$ cat src/rtl/func4_sweep_pkg.sv
// Shared types and constants for the func4 range-sweep sequencer.
package func4_sweep_pkg;

    // Width of the population counters; 16 codes need values 0..16.
    localparam int CNT_W = 5;

    // Reference classification of every 4-bit code.
    // Primes are 2, 3, 5, 7, 11, 13. Multiples of 3 are 0, 3, 6, 9, 12, 15.
    localparam logic [15:0] PRIME_GOLDEN = 16'h28AC;
    localparam logic [15:0] DIV3_GOLDEN  = 16'h9249;

    typedef enum logic [1:0] {
        ST_IDLE,
        ST_DRIVE,
        ST_SAMPLE,
        ST_DONE
    } sweep_state_e;

endpackage

$ cat src/rtl/func4_sweep_ctrl.sv
// func4_sweep_ctrl: sweeps the func4 input over an inclusive range [lo, hi],
// waits SETTLE_CYC cycles per code, samples p/d into bitmaps and counts,
// and reports through a start/busy/done handshake.
// Optional build macro FUNC4_SWEEP_CHECK_EN: compares every sample against
// the golden tables and drives err/err_cnt; otherwise both are tied to 0.
module func4_sweep_ctrl
    import func4_sweep_pkg::*;
#(
    parameter int SETTLE_CYC = 1
) (
    input  logic             clk,
    input  logic             reset_n,
    input  logic             start,
    input  logic [3:0]       lo,
    input  logic [3:0]       hi,
    output logic [3:0]       a,
    input  logic             p,
    input  logic             d,
    output logic             busy,
    output logic             done,
    output logic [15:0]      prime_mask,
    output logic [15:0]      div3_mask,
    output logic [CNT_W-1:0] prime_cnt,
    output logic [CNT_W-1:0] div3_cnt,
    output logic             err,
    output logic [CNT_W-1:0] err_cnt
);

    // Wait counter reload: DRIVE lasts SETTLE_CYC cycles (counts down to 0).
    localparam logic [3:0] SETTLE_LOAD = 4'(SETTLE_CYC - 1);

    sweep_state_e     state_q;
    logic [3:0]       a_q;
    logic [3:0]       hi_q;
    logic [3:0]       wait_q;
    logic             busy_q;
    logic             done_q;
    logic [15:0]      prime_mask_q;
    logic [15:0]      div3_mask_q;
    logic [CNT_W-1:0] prime_cnt_q, prime_cnt_d;
    logic [CNT_W-1:0] div3_cnt_q,  div3_cnt_d;
    logic             start_ok;
    logic             sample_fire;

    // Handshake qualifiers and next counter values for a sample.
    always_comb begin
        start_ok    = (state_q == ST_IDLE) && start;
        sample_fire = (state_q == ST_SAMPLE);
        prime_cnt_d = prime_cnt_q + {{(CNT_W-1){1'b0}}, p};
        div3_cnt_d  = div3_cnt_q  + {{(CNT_W-1){1'b0}}, d};
    end

    // Sweep FSM with registered a/busy/done and result accumulation.
    always_ff @(posedge clk) begin
        // NOTE: sequential state uses non-blocking assignments so every register samples pre-edge values.
        if (!reset_n) begin
            state_q      <= ST_IDLE;
            a_q          <= '0;
            hi_q         <= '0;
            wait_q       <= '0;
            busy_q       <= 1'b0;
            done_q       <= 1'b0;
            prime_mask_q <= '0;
            div3_mask_q  <= '0;
            prime_cnt_q  <= '0;
            div3_cnt_q   <= '0;
        end else begin
            case (state_q)
                ST_IDLE: begin
                    done_q <= 1'b0;
                    if (start) begin
                        hi_q         <= hi;
                        prime_mask_q <= '0;
                        div3_mask_q  <= '0;
                        prime_cnt_q  <= '0;
                        div3_cnt_q   <= '0;
                        if (lo <= hi) begin
                            state_q <= ST_DRIVE;
                            a_q     <= lo;
                            busy_q  <= 1'b1;
                            wait_q  <= SETTLE_LOAD;
                        end else begin
                            // Empty range: report completion without driving any code.
                            state_q <= ST_DONE;
                            done_q  <= 1'b1;
                        end
                    end
                end
                ST_DRIVE: begin
                    if (wait_q == 4'd0) begin
                        state_q <= ST_SAMPLE;
                    end else begin
                        wait_q <= wait_q - 4'd1;
                    end
                end
                ST_SAMPLE: begin
                    prime_mask_q[a_q] <= p;
                    div3_mask_q[a_q]  <= d;
                    prime_cnt_q       <= prime_cnt_d;
                    div3_cnt_q        <= div3_cnt_d;
                    // Compare before incrementing so hi = 15 never wraps a back to 0.
                    if (a_q == hi_q) begin
                        state_q <= ST_DONE;
                        a_q     <= '0;
                        busy_q  <= 1'b0;
                        done_q  <= 1'b1;
                    end else begin
                        state_q <= ST_DRIVE;
                        a_q     <= a_q + 4'd1;
                        wait_q  <= SETTLE_LOAD;
                    end
                end
                ST_DONE: begin
                    done_q  <= 1'b0;
                    state_q <= ST_IDLE;
                end
                default: state_q <= ST_IDLE;
            endcase
        end
    end

`ifdef FUNC4_SWEEP_CHECK_EN
    logic             err_q;
    logic [CNT_W-1:0] err_cnt_q;
    logic             mismatch;

    // A code mismatches when either sampled flag differs from its golden bit.
    always_comb begin
        mismatch = (p != PRIME_GOLDEN[a_q]) || (d != DIV3_GOLDEN[a_q]);
    end

    // Sticky error flag and per-code mismatch count, cleared on an accepted start.
    always_ff @(posedge clk) begin
        if (!reset_n) begin
            err_q     <= 1'b0;
            err_cnt_q <= '0;
        end else if (start_ok) begin
            err_q     <= 1'b0;
            err_cnt_q <= '0;
        end else if (sample_fire && mismatch) begin
            err_q     <= 1'b1;
            err_cnt_q <= err_cnt_q + CNT_W'(1);
        end
    end

    assign err     = err_q;
    assign err_cnt = err_cnt_q;
`else
    logic unused_qual;
    assign unused_qual = start_ok ^ sample_fire;
    assign err     = 1'b0;
    assign err_cnt = '0;
`endif

    assign a          = a_q;
    assign busy       = busy_q;
    assign done       = done_q;
    assign prime_mask = prime_mask_q;
    assign div3_mask  = div3_mask_q;
    assign prime_cnt  = prime_cnt_q;
    assign div3_cnt   = div3_cnt_q;

endmodule
$ cat config.mk
export PLATFORM = sky130hd
export DESIGN_NAME = func4_sweep_ctrl
export DESIGN_NICKNAME = d
export VERILOG_FILES = /design/src/rtl/func4_sweep_pkg.sv /design/src/rtl/func4_sweep_ctrl.sv
export SDC_FILE = /design/constraint.sdc
export NUM_CORES = 1
export LEC_CHECK = 0
export CAP_MARGIN = 20
export CELL_PAD_IN_SITES_DETAIL_PLACEMENT = 1
export CELL_PAD_IN_SITES_GLOBAL_PLACEMENT = 1
export CORE_UTILIZATION = 39
export CTS_CLUSTER_DIAMETER = 30
export DETAILED_ROUTE_END_ITERATION = 7
export GPL_TIMING_DRIVEN = 0
export PLACE_DENSITY = 0.83
export SLEW_MARGIN = 25
export SYNTH_ARGS = -nofsm -noshare
export SYNTH_HDL_FRONTEND = slang
export SYNTH_SLANG_ARGS = --single-unit
$ cat constraint.sdc
create_clock -name clk -period 5.55 [get_ports clk]
set_clock_uncertainty 0.15 [all_clocks]
set_input_delay 0.555 -clock clk [delete_from_list [all_inputs] [get_ports clk]]
set_output_delay 0.555 -clock clk [all_outputs]
set_load 0.01 [all_outputs]
=== After elaboration in Yosys (flattened, before gate mapping) ===
Index checks and enable logic that the tools add are counted.

* Bits in registers: 58
* Latch bits: 0
* Memory bits (writable): 0
* Memory bits (read-only): 0
* Input bits: 13
* Output and inout port bits: 54
* Logic and storage cells: 72
* Memories: 0

* $add $sub $neg: 4
* Multipliers: 0
* Div/mod/pow operators: 0
* $lt $le $gt $ge: 3
* Equality and inequality tests: 10
* Shifts and indexed selects: 0
* Muxes and demuxes: 32
* Bitwise logic cells: 0
* Reduce and logical (&&, ||, !) cells: 13

{| class="wikitable"
|+ Operators by type and width
! cell !! number
|-
| case mux 16 bit (2 select lines) || 2
|-
| bitwise mux 16 bit || 2
|-
| two-way mux 4 bit || 7
|-
| case mux 5 bit (2 select lines) || 2
|-
| two-way mux 16 bit || 1
|-
| case mux 4 bit (3 select lines) || 1
|-
| adder 5 x 1 -> 5 bit || 2
|-
| two-way mux 2 bit || 4
|-
| != test 2 bit, second input constant || 4
|-
| case mux 2 bit (4 select lines) || 1
|-
| case mux 4 bit (2 select lines) || 1
|-
| AND reduction 2 bit || 4
|-
| two-way mux 1 bit || 7
|-
| nonzero test 3 bit || 2
|-
| less-than comparator 4 x 5 -> 1 bit, second input constant || 1
|-
| two-way mux 5 bit || 1
|-
| AND reduction 5 bit || 1
|-
| adder 4 x 1 -> 4 bit, second input constant || 1
|-
| demux 1 bit (select 4 bit) || 1
|-
| equality test 2 bit, second input constant || 2
|-
| equality test 4 bit || 1
|-
| greater-or-equal comparator 4 x 1 -> 1 bit, second input constant || 1
|-
| less-or-equal comparator 4 bit || 1
|-
| zero test 4 bit || 1
|-
| other kinds (10) || 11
|}

=== Logic depth before layout (Yosys ltp) ===
Gate-level depths: netlist of the first run.

* Depth after elaboration: 6
* Depth in mapped cells: 8
* Gate-level depth less buffers: 7

=== Worst setup path before layout of the first run ===
No wires, ideal clock.

* Path kind: input to register
* Start point: input hi[3]
* End point: register a_q[0], in the netlist a[0]
* Library setup time: 0.074 ns
* Arrival time: 1.959 ns
* Data required time: 5.326 ns
* Slack: 3.367 ns
* Cell stages on the path: 8
* Buffers on the path: 1
* Cells stage by stage: inv_1 ha_1 a21o_1 or2_0 o22a_1 buf_2 or3_1 a31oi_1

* Cells in the longest elaborated chain, start to end: 3

{| class="wikitable"
|+ RTL lines
! what !! line !! source
|-
| start, declared || func4_sweep_ctrl.sv:15 || <nowiki>input logic [3:0] hi,</nowiki>
|-
| less-or-equal comparator 4 bit || func4_sweep_ctrl.sv:77 || <nowiki>if (lo <= hi) begin</nowiki>
|-
| != test 2 x 1 -> 1 bit (no line) || n/a ||
|-
| AND reduction 3 bit (no line) || n/a ||
|-
| end signal, assigned || func4_sweep_ctrl.sv:79 || <nowiki>a_q <= lo;</nowiki>
|-
| end signal, assigned || func4_sweep_ctrl.sv:109 || <nowiki>a_q <= a_q + 4'd1;</nowiki>
|-
| end, declared || func4_sweep_ctrl.sv:33 || <nowiki>logic [3:0] a_q;</nowiki>
|}

Every way passes these cells.
A chain may end at the register's enable or synchronous reset.

=== Worst setup path in the final report of the first run ===
* Start point: input hi[1]
* End point: register wait_q[1]

* Cells in the longest elaborated chain, start to end: 3

{| class="wikitable"
|+ RTL lines
! what !! line !! source
|-
| less-or-equal comparator 4 bit || func4_sweep_ctrl.sv:77 ||
|-
| != test 2 x 1 -> 1 bit (no line) || n/a ||
|-
| AND reduction 5 bit (no line) || n/a ||
|-
| end signal, assigned || func4_sweep_ctrl.sv:93 || <nowiki>wait_q <= wait_q - 4'd1;</nowiki>
|-
| end, declared || func4_sweep_ctrl.sv:35 || <nowiki>logic [3:0] wait_q;</nowiki>
|}

Every way passes these cells.

==> results of run 1 <==
==> state kept, by name, summed over array words and instances, names as in the netlist <==
| name | count |
|---|---|
| prime_cnt | 5 |
| div3_mask | 16 |
| prime_mask | 16 |
| a | 4 |
| wait_q | 4 |
| hi_q | 4 |
| busy | 1 |
| done | 1 |
| div3_cnt | 5 |
| state_q | 2 |
==> stage by stage <==
stage / power, W / hold WS, ps / std cells / worst slack [ps]
CTS: 0.00102 / 320 / 524 / 3040
detailed placement: 0.000683 / 310 / 509 / 2680
finish: 0.00101 / 316 / 524 / 3050
global route: 0.00107 / 344 / 524 / 2910
global placement: 0.000675 / 306 / 509 / 2720
floorplan: 0.000603 / 297 / 353 / 3370
==> power by group through the flow <==
stage	Clock, W	Combinational, W	Sequential [W]
2_1_floorplan	0	0.000146	0.000457
3_3_place_gp	0	0.000219	0.000456
3_5_place_dp	0	0.000226	0.000457
4_1_cts	0.000339	0.000228	0.000448
5_1_grt	0.000362	0.000254	0.000449
6_report	0.000333	0.000229	0.000448
==> synthesized netlist by cell type (2+ instances only) <==
library cell  instances
a21oi_1              43
a31o_2                2
a41oi_1               2
and3_1                2
and4bb_2              2
buf_2                 8
buf_4                 7
clkbuf_1             19
dfxtp_1              58
ha_1                 14
inv_1                 9
mux2i_1               6
nand2_1              32
nand2b_1              3
nand3_1              72
nand4_1               6
nor2_1               15
nor2b_1               3
nor3_1                4
o211a_1               2
o21ai_0               4
o31ai_1               3
or3_1                 3
or3b_1                2
xnor2_1               5
xor2_1                7
==> kinds of logic (layout without fill, tap and decap cells) <==
kind of cell	after synthesis	after routing	share of synthesized area, %
simple gates	149	149	26.5
compound gates	63	63	13.0
flops	58	58	41.0
buf+inv	45	120	7.29
fa+ha+maj	14	14	6.19
xor+xnor	12	12	3.71
mux	6	6	2.12
other cells	1	6	0.132
==> worst register-to-register path, stage by stage (launching register included) <==
cell and delay, ps:
dfxtp_1 310, inv_1 120, ha_1 160, or3b_1 400, a21oi_1 320, a21oi_1 70
o31ai_1 200, mux2i_1 250
==> how the worst max path moves through the flow <==
stage / cells past startpoint / slack [ps] / endpoint / from
after floorplan: 8 / 3370 / a[0] / hi[3]
after global placement: 8 / 2720 / wait_q[1] / hi[1]
after detailed placement: 8 / 2680 / wait_q[1] / hi[1]
after CTS: 8 / 3040 / wait_q[1] / hi[1]
after global routing: 8 / 2910 / wait_q[1] / hi[1]
final: 8 / 3050 / wait_q[1] / hi[1]
==> layer usage <==
metal / wire length, um / global-route usage, % / up-vias
met2: 3940 / 39.1 / 63
met3: 395 / 5.88 / 8
met4: 90 / 7.00 / 0
met1: 3820 / 30.5 / 1352
li1: - / - / 1355
met5: 0 / 0 / -
==> area by class of cell <==
| class | count | area (um^2) |
|---|---|---|
| Sequential cell | 58 | 1160 |
| Clock inverter | 6 | 35.0 |
| Fill cell | 875 | 3180 |
| Tap cell | 96 | 120 |
| Multi-Input combinational cell | 250 | 1480 |
| Timing Repair Buffer | 60 | 601 |
| Clock buffer | 9 | 124 |
| Inverter | 10 | 37.5 |
| Buffer | 35 | 169 |
==> results.toml, run 1 <==
[run_status]
outcome = "completed"

[yosys]
synthCells = 348
synth_cell_type_count = 41
ys.flop_type = "dfxtp_1"
synth.top_cells.by_area = "dfxtp_1, nand3_1, a21oi_1, ha_1, nand2_1"
synth_seq_cells = 58
yosysSeqAreaShare_pct = 41.0
yosys_warnings = 0
async_flop_share_pct = 0
synth_edf_count = 0
syn_area_per_cell_um2 = 8.13
synth_top_area_share_pct = 41.0
syn_area_um2 = 2830
synth_area_leader_cell = "dfxtp_1"

[finish]
final_cell_mix = "nand3_1, clkdlybuf4s50_1, dfxtp_1"
syn_to_final_growth_pct = 31.7
final_common_cell = "nand3_1"
utilization_pct = 54.0
final_area_um2 = 3730
finalNetCount = 451
drive_above_1_share_pct = 9.11
antenna_cells = 0

[route]
wl_per_cell_um = 15.7
vias = 2778
final_antenna_net_count = 0
first_pass_iters = 5
drtIter0Drc = 132
wl_um = 8250
drc_errors = 0
via_per_inst = 5.30

[die]
num_rows = 30
fp.dieArea_um2 = 7600
dieWidth_um = 87.2
ioPinCount = 67
die_y_um = 87.2
initial_utilization_pct = 41.0
core_area_um2 = 6910

[flow_run]
drv_cap = 0

[setup_path]
cp_max_fo = 4
r2r_slack_ps = 3510
critPathSlowestCell = "o31ai_1"
r2r_cells = 7
startpoint_type = "input port"
critPathMaxStageDelay_ps = 580
required_ps = 5670
crit_family = "compound AO/OA/AOI/OAI gates"
crit_chain = "clkdlybuf4s50_1 -> inv_1 -> ha_1 -> nor2b_1 -> o211a_1 -> o21ai_0 -> o31ai_1 -> mux2i_1"
timing.rr.end = "wait_q[1]"
crit_buf_inv = 2
critPathArrivalTime_ps = 2620
end_kind = "flop"
worst-setup-path-type = "input port to flop"
crit-reg2reg-launch = "wait_q[0]"

[cts]
tritoncts = "yes"
cts_hold_buf = 0
numCtsBuffers = 9
cts_setup_buffers = 0
clock_latency_ps = 340
clock_path_buffers = 2
cts_sinks = 58
cts_max_level = 3
path_clk_slew_ps = 70
cts_resized = 0
root_buffer = "clkbuf_8"

[power]
pwr-share-seq_pct = 44.4
swShare_pct = 33.0
leakagePower_nw = 1.37
p_per_area_nw_per_um2 = 271
cell_internal_pwr_w = 0.000676
power.share.combinational_pct = 22.7
p_switching_w = 0.000333
clock_power_share_pct = 32.9
vdd_drop_max_uv = 155

[timing]
rsz0062_at_grt = "false"
max_slew.worst_pin.slew_ps = 667
hold_violations = 0
period_share_pct = 45.1
fin_crit_ps = 2500
setup-violations-final = 0
slew_viol_final = 0
max-slew-margin-rel_pct = 55.1
fin_tns_setup_ps = 0
max_freq_mhz = 400

[worst_hold_path]
hold_path.class = "flop to flop"
hold_depth = 2
min_from = "div3_mask[6]"
hold_end = "div3_mask[6]"

[grt]
gr-usage-all-layers_pct = 23.6
grt_start_max_net_pins = 11
grt_pass1_vias = 2889
grt_pass1_wl_um = 13700
grt_antenna_before_repair = 0
grt_overflow_total = 0

[placed_design]
dpl-instance-area_um2 = 3570
hpwlAfterDp_um = 6090
place_congestion = 0.793
portBuffers = 60
Note: power is estimated with default switching activity, not from simulation.
==> inputs of run 2 (changes only) <==
Settings changed: CORE_UTILIZATION 39 to 36, PLACE_DENSITY 0.83 to 0.77.
Clock period 5.55 ns to 2.6 ns, I/O delays scaled along.
==> results.toml, run 2 (synthesis gave the netlist of run 1 again) <==
[setup_path]
cp_max_fo = 4
required_ps = 2730
r2r_slack_ps = 510
worst-setup-path-type = "input port to flop"
critPathArrivalTime_ps = 2380
crit-reg2reg-launch = "wait_q[0]"
end_kind = "flop"
startpoint = "hi[1]"
startpoint_type = "input port"

[grt]
grt_pass1_vias = 2858
grt_overflow_total = 0
gr-usage-all-layers_pct = 22.0
grt_start_max_net_pins = 11
grt_pass1_wl_um = 14200
use_met2_pct = 36.9
grt_antenna_before_repair = 0
use_met1_pct = 28.0
met3_usage_pct = 3.70
grt_busiest_layer = "met2"

[timing]
max-slew-margin-rel_pct = 53.0
setup-violations-final = 0
period_share_pct = 86.6
fin_tns_setup_ps = 0
max_slew.worst_pin.slew_ps = 699
fin_crit_ps = 2250
fin_hold_ws_ps = 322
max_freq_mhz = 444
hold_violations = 0
slew_viol_final = 0
rsz0062_at_grt = "false"

[worst_hold_path]
hold_path.class = "flop to flop"
min_from = "prime_mask[14]"

[finish]
syn_to_final_growth_pct = 33.2
multi_input_area_um2 = 1480
antenna_cells = 0
n_fill_cell = 914
drive_above_1_share_pct = 8.62
seq_area_um2 = 1160
final_cell_mix = "nand3_1, clkdlybuf4s50_1, dfxtp_1"
final_common_cell = "nand3_1"
finalNetCount = 451
utilization_pct = 50.9

[die]
fp.dieArea_um2 = 8220
num_rows = 31
core_area_um2 = 7410
initial_utilization_pct = 38.2
dieWidth_um = 90.7
ioPinCount = 67
die_y_um = 90.7

[flow_run]
drv_cap = 0

[cts]
root_buffer = "clkbuf_8"
cts_sinks = 58
cts_hold_buf = 0
path_clk_slew_ps = 70
cts_resized = 0
cts_max_level = 3
clock_latency_ps = 340
numCtsBuffers = 9
tritoncts = "yes"
clock_path_buffers = 2
cts_setup_buffers = 0

[route]
drc_errors = 0
via_per_inst = 5.30
first_pass_iters = 4
vias = 2796
wl_um = 8570
wl_per_cell_um = 16.2
drtIter0Drc = 71
final_antenna_net_count = 0

[placed_design]
portBuffers = 60
hpwlAfterDp_um = 6310
place_congestion = 0.777

[power]
leakagePower_nw = 1.39
p_per_area_nw_per_um2 = 613
vdd_drop_max_uv = 283

[run_status]
outcome = "completed"
## run 2: cell types whose count changed in the layout (fill, tap and decap cells not counted)
cell / previous run / this run
bufinv_16: 0 / 1
clkbuf_8: 9 / 11
clkinvlp_4: 2 / 0
clkbuf_1: 19 / 22
clkinv_2: 4 / 1
## run 2: area by class of cell
class	count	area share (%)
plain buffers	35	4.48
multi-input cells	250	39.3
flip-flops and latches	58	30.8
clock inverters	2	0.929
well taps	99	3.28
inverters	10	0.995
clock buffers	14	4.31
repair buffers	60	15.9
## run 2: final timing paths
| kind | cells after the start | endpoint |
|---|---|---|
| setup reg to reg | 7 | wait_q[1] |
| setup / recovery | 8 | wait_q[1] |
| hold / removal | 2 | prime_mask[14] |
| hold reg to reg | 2 | prime_mask[14] |
## run 2: stage by stage
stage               area [um^2]  worst slack, ps  power [W]  cells
detailed placement         3570             15.1    0.00146    512
global placement           3570             70.4    0.00145    512
global route               3770              225    0.00242    528
CTS                        3770              380    0.00232    528
floorplan                  2850              712    0.00129    353
finish                     3770              349    0.00231    528
## run 2: worst max-delay path: stages
cell and delay [ps]:
clkdlybuf4s50_1 480, inv_1 50, ha_1 280, nor2b_1 140, o211a_1 170, o21ai_0 150
o31ai_1 610, mux2i_1 240
## run 2: power breakdown
part	internal, W	switching, W	total (W)
logic	0.000187	0.000305	0.000492
registers	0.000924	0.0000317	0.000955
clock network	0.000495	0.000368	0.000863
## run 2: routing by layer
| metal | part of all wire [%] | vias to the layer above | wire length, um |
|---|---|---|---|
| li1 | - | 1355 | - |
| met4 | 1.3 | 0 | 114 |
| met5 | 0 | - | 0 |
| met1 | 46 | 1369 | 3960 |
| met2 | 48 | 63 | 4110 |
| met3 | 4.4 | 9 | 381 |
